==> src/rtl/fsk_dac_buffer.sv <==
// fsk_dac_buffer: prefilled FIFO between the FSK word recovery stage and the DAC sample clock.
module fsk_dac_buffer #(
  parameter int DEPTH   = 8,
  parameter int PREFILL = 4
) (
  input  logic                     sysclk,
  input  logic                     reset,
  input  logic [15:0]              sig_use,
  input  logic                     word_valid,
  input  logic                     dac_tick,
  input  logic                     clr_flags,
  output logic [15:0]              sig_to_dac,
  output logic                     dac_valid,
  output logic [$clog2(DEPTH):0]   fifo_count,
  output logic                     overflow,
  output logic                     underflow,
  output logic                     playing
);
  localparam int AW = $clog2(DEPTH);
  localparam int CW = AW + 1;
  localparam logic [CW-1:0] FULL = CW'(DEPTH);
  localparam logic [CW-1:0] PRE  = CW'(PREFILL);
  typedef enum logic {FILL, PLAY} state_t;
  state_t        state_q, state_d;
  logic [15:0]   mem_q [DEPTH];
  logic [AW-1:0] wr_ptr_q, wr_ptr_d, rd_ptr_q, rd_ptr_d;
  logic [CW-1:0] count_q, count_d;
  logic [15:0]   sig_q, sig_d;
  logic          dv_q, dv_d, ovf_q, ovf_d, unf_q, unf_d;
  logic          tick_play, pop, push, ovf_ev, unf_ev;
  always_comb begin
    tick_play = state_q == PLAY && dac_tick;
    pop       = tick_play && count_q != '0;
    unf_ev    = tick_play && count_q == '0;
    // a full FIFO still accepts a word when the same cycle frees a slot
    push      = word_valid && (count_q != FULL || pop);
    ovf_ev    = word_valid && !push;
    wr_ptr_d  = push ? wr_ptr_q + AW'(1) : wr_ptr_q;
    rd_ptr_d  = pop ? rd_ptr_q + AW'(1) : rd_ptr_q;
    count_d   = count_q + CW'(push) - CW'(pop);
    sig_d     = pop ? mem_q[rd_ptr_q] : sig_q;
    dv_d      = pop;
    ovf_d     = ovf_ev | (ovf_q & ~clr_flags);
    unf_d     = unf_ev | (unf_q & ~clr_flags);
  end
  always_comb begin
    state_d = unf_ev ? FILL : (state_q == FILL && count_q >= PRE) ? PLAY : state_q;
  end
  always_ff @(posedge sysclk) begin
    if (reset) state_q <= FILL;
    else       state_q <= state_d;
  end
  always_ff @(posedge sysclk) begin
    if (reset) begin
      wr_ptr_q <= '0;
      rd_ptr_q <= '0;
      count_q  <= '0;
      sig_q    <= '0;
      dv_q     <= 1'b0;
      ovf_q    <= 1'b0;
      unf_q    <= 1'b0;
    end else begin
      wr_ptr_q <= wr_ptr_d;
      rd_ptr_q <= rd_ptr_d;
      count_q  <= count_d;
      sig_q    <= sig_d;
      dv_q     <= dv_d;
      ovf_q    <= ovf_d;
      unf_q    <= unf_d;
    end
  end
  always_ff @(posedge sysclk) begin
    if (!reset && push) mem_q[wr_ptr_q] <= sig_use;
  end
  always_comb begin
    playing    = state_q == PLAY;
    sig_to_dac = sig_q;
    dac_valid  = dv_q;
    fifo_count = count_q;
    overflow   = ovf_q;
    underflow  = unf_q;
  end
endmodule
==> config.mk <==
export PLATFORM = sky130hd
export DESIGN_NAME = fsk_dac_buffer
export DESIGN_NICKNAME = d
export VERILOG_FILES = /design/src/rtl/fsk_dac_buffer.sv
export SDC_FILE = /design/constraint.sdc
export NUM_CORES = 1
export LEC_CHECK = 0
export ABC_AREA = 0
export BUFFER_PORTS_ARGS = -buffer_cell sky130_fd_sc_hd__buf_2
export CAP_MARGIN = 10
export CELL_PAD_IN_SITES_DETAIL_PLACEMENT = 1
export CELL_PAD_IN_SITES_GLOBAL_PLACEMENT = 1
export CORE_ASPECT_RATIO = 1.1
export CORE_UTILIZATION = 50
export DETAILED_ROUTE_END_ITERATION = 10
export GPL_TIMING_DRIVEN = 1
export PLACE_DENSITY = 0.78
export SETUP_SLACK_MARGIN = 0.2
export SYNTH_ARGS = -nofsm -noshare
export SYNTH_HDL_FRONTEND = slang
export SYNTH_SLANG_ARGS = --single-unit
==> constraint.sdc <==
create_clock -name sysclk -period 3 [get_ports sysclk]
set_input_delay 0.3 -clock sysclk [delete_from_list [all_inputs] [get_ports sysclk]]
set_output_delay 0.3 -clock sysclk [all_outputs]
set_load 0.02 [all_outputs]
==> metrics.md <==
| Metric | Value |
|---|---|
| Status | finished, final reports clean |
| Max VDD drop | between 0.0005 and 0.0006 V |
| Post-synth net total | about 400 |
| Pwr per Cell Area | 778 nW/um2 |
| Main synth FF type | edfxtp_1 |
| Synth top cells by count | 128 x edfxtp_1, 33 x mux2i_1, 33 x nor2_1 |
| Hold crit path type | primary input to flip-flop |
| Global-route wire length before repair | between 20000 and 25000 um |
| Initial antenna violation count | 0 |
| Leakage Power | between 2 and 2.5 nW |
| Die X | 107 um |
| Gr ovfl total | 0 |
| Diodes inserted | 0 |
| H-tree levels | 4 |
| R2R cell count | 6 |
| P&R area growth vs syn | 15.8% |
| Simple-gate area share of the yosys netlist | around 5.7% |
| Final hold violation count | 0 |
| Number of flops mapped to enable cells by yosys | between 100 and 150 |
| Worst Setup End Kind | flip-flop |
| Count leader, synth | edfxtp_1 |
| Total wire length | between 10000 and 15000 um |
| Worst-path maximum fanout | 9 |
| Largest family of logic cells by synthesized area | multiplexers |
| WHS Path Cells | 1 |
| Hold Slack | roughly 0.15 ns |
| Crit path buf inv count | 2 |
| Filler Cell Count | 1101 |
| Post-synthesis cell type count | 38 |
| Worst reg2reg startpoint | fifo_count[2] |
| Adder-Cell Fraction of Synth Area | 1.76% |
| Vias | roughly 3500 |
| Synth warnings | 0 |
| Nets | between 400 and 500 |
| Worst reg-to-reg setup slack | slightly below 0.5 ns |
| Die area | around 13000 um2 |
| Largest net degree at the start of global routing | 27 |
| Total power | 5.52 mW |
| Sequential-to-total area share from yosys stat | between 70% and 80% |
| Fmax | approximately 0.4 GHz |
| CP Launch Type | flip-flop |
| Max clock buf depth | 2 |
| Worst path max stage delay | 0.80 ns |
| Maxcap violations | 0 |
| XOR/XNOR Fraction of Synth Area | less than 1% |
| Crit Path Category | flip-flop to flip-flop |
| Vias per inst | approximately 6 |
| Min cycle time layout | about 2.5 ns |
| Setup Total Neg Slack | 0 ns |
| CTS tree | yes |
| Average wire per standard cell | 24.6 um |
| Yosys reg bits | 158 |
| Core area | roughly 12000 um2 |
| Mean Syn Cell Area | 16.7 um2 |
| Min-Delay Startpoint | sig_use[3] |
| Clock slew at reported path FFs | approximately 0.060 ns |
| CTS Root Cell | clkbuf_16 |
| Die height | 118 um |
| First-pass iteration count of the detailed router | 5 |
| Cell taking the most area after synthesis | edfxtp_1 |
| Post-DP HPWL | 8700 um |
| Reg-to-Reg End | mem_q[3][2] |
| Cell area after layout | just over 7000 um2 |
| Total GRT Usage | roughly a quarter |
| Placed Area | 6530 um2 |
| Clock latency on the worst-skew pair | about 0.43 ns |
| Max Slew Vio Count | 0 |
| # port buffers | 44 |
| Synth top area cells | edfxtp_1 63%, dfxtp_1 9.8%, mux4_2 5.9% |
| Max_slew headroom | between 30% and 40% |
| CP Cell Sequence | inv_1, ha_1, and3b_1, o21ai_4, nor3_2, buf_4 |
| Worst Path Required | roughly 3.1 ns |
| Clk_skew | 0.00814 ns |
| Synth Instances | 366 |
| Mux share of post-synthesis cell area | 11.3% |
| Initial DRC Count | 290 |
| Final setup violation count | 0 |
| RePlAce Congestion | about 0.75 |
| Async set-reset flop share out of synthesis | 0% |
| Layout cells sized above 1 | roughly a quarter |
| Ports | between 40 and 50 |
| CP max stage cell | nor3_2 |
| Hold Path Sink | mem_q[2][3] |
| Number of post-CTS setup repair buffers | 0 |
| CP delay by family, top | simple AND/OR/NAND/NOR gates |
| Vias in the first global route | roughly 3700 |
| Crit path DAT | ~2.6 ns |
| Post-CTS resize count | 0 |
| Detailed-route DRC error count | 0 |
| Final Cycle Share | a little over four fifths |
| CTS buffer count | 17 |
| Clk sinks | roughly 160 |
| Cell Area, Synth | about 6100 um2 |
| Antenna Violating Nets Remaining | 0 |
| Initial Util | between 50% and 60% |
| Synth top area share | a little over three fifths |
| Row cnt | 42 |
| Complex-gate fraction of the synthesized area | 4.82% |
| RSZ-0062 raised after global routing | false |
| Worst Max-Slew Pin Slew | ~0.98 ns |
| Cts hold-fix bufs | 0 |
report_power, final:
group	switching (mW)	internal, mW	total (mW)	leakage, nW
logic	0.513	0.350	0.863	0.748
registers	0.109	2.51	2.62	1.40
clock network	0.830	1.20	2.04	0.264
final cells by class:
class | instances | area, um2 | area share (%)
Sequential cell | 158 | 4450 | 62.7
Clock buffer | 18 | 429 | 6.05
Timing Repair Buffer | 60 | 353 | 4.98
Multi-Input combinational cell | 179 | 1520 | 21.4
Tap cell | 154 | 193 | 2.72
Inverter | 7 | 26.3 | 0.371
Clock inverter | 14 | 126 | 1.78
flip-flops by register name (all words and copies together) (netlist names):
register / flops
wr_ptr_q: 3
underflow: 1
dac_valid: 1
playing: 1
sig_to_dac: 16
mem_q: 128
fifo_count: 4
rd_ptr_q: 3
overflow: 1
metal layers:
layer / vias to the layer above / track usage, % / part of all wire (%)
met5: - / 0 / 0
met1: 1797 / 31.9 / 41
met2: 124 / 40.9 / 52
li1: 1533 / - / -
met3: 19 / 6.53 / 5.9
met4: 0 / 9.25 / 1.7
through the flow:
| stage | instances | setup WS [ns] | utilization [%] |
|---|---|---|---|
| floorplan | 366 | 0.304 | - |
| detailed placement | 558 | 0.485 | 54.5 |
| finish | 590 | 0.488 | 59.2 |
| global placement | 558 | 0.567 | 54.5 |
| CTS | 590 | 0.436 | 59.2 |
| global route | 590 | 0.331 | 59.2 |
worst register-to-register path: cells and delay by family, from the launching register on:
family | cells | cell delay (ns)
AOI/OAI and AO/OA | 1 | 0.12
adders and majority gates | 1 | 0.21
buffers and inverters | 2 | 0.44
DFF | 1 | 0.32
and+or+nand+nor | 2 | 1.11
layout by cell type, fill, tap and decap left out, types with 2 or more instances in the layout:
cell and instances:
o211ai_1 2, nand2b_1 2, nand2_1 7, buf_4 15, bufinv_16 2, mux4_2 16
clkbuf_16 17, nor3_1 17, o22ai_1 15, a211oi_1 15, ha_1 7, dfxtp_1 29
nor2_1 33, clkinv_1 3, inv_1 7, nor3_2 4, a21oi_1 4, clkinv_2 5
edfxtp_1 128, xor2_1 4, nor2b_1 3, clkinvlp_4 4, nand3_1 2, mux2i_1 33
buf_2 44, xnor2_1 2
how the worst max path moves through the flow:
| stage | endpoint | cells past startpoint | slack, ns | start |
|---|---|---|---|---|
| 2_1_floorplan | mem_q[0][0] | 5 | 0.30 | fifo_count[2] |
| 3_3_place_gp | mem_q[4][3] | 6 | 0.57 | fifo_count[2] |
| 3_5_place_dp | mem_q[3][5] | 6 | 0.48 | fifo_count[2] |
| 4_1_cts | mem_q[5][7] | 6 | 0.44 | fifo_count[2] |
| 5_1_grt | mem_q[7][7] | 6 | 0.33 | fifo_count[2] |
| 6_report | mem_q[3][2] | 6 | 0.49 | fifo_count[2] |
cells by family (layout without fill, tap and decap cells):
kind of cell / Yosys count / in the layout
flip-flops: 158 / 158
AND/OR/NAND/NOR: 75 / 75
multiplexers: 49 / 49
AO/OA/AOI/OAI: 41 / 41
buffers and inverters: 29 / 99
adder cells (fa/ha/maj): 8 / 8
XOR/XNOR: 6 / 6
No activity file was read; power rests on OpenSTA's default activity.
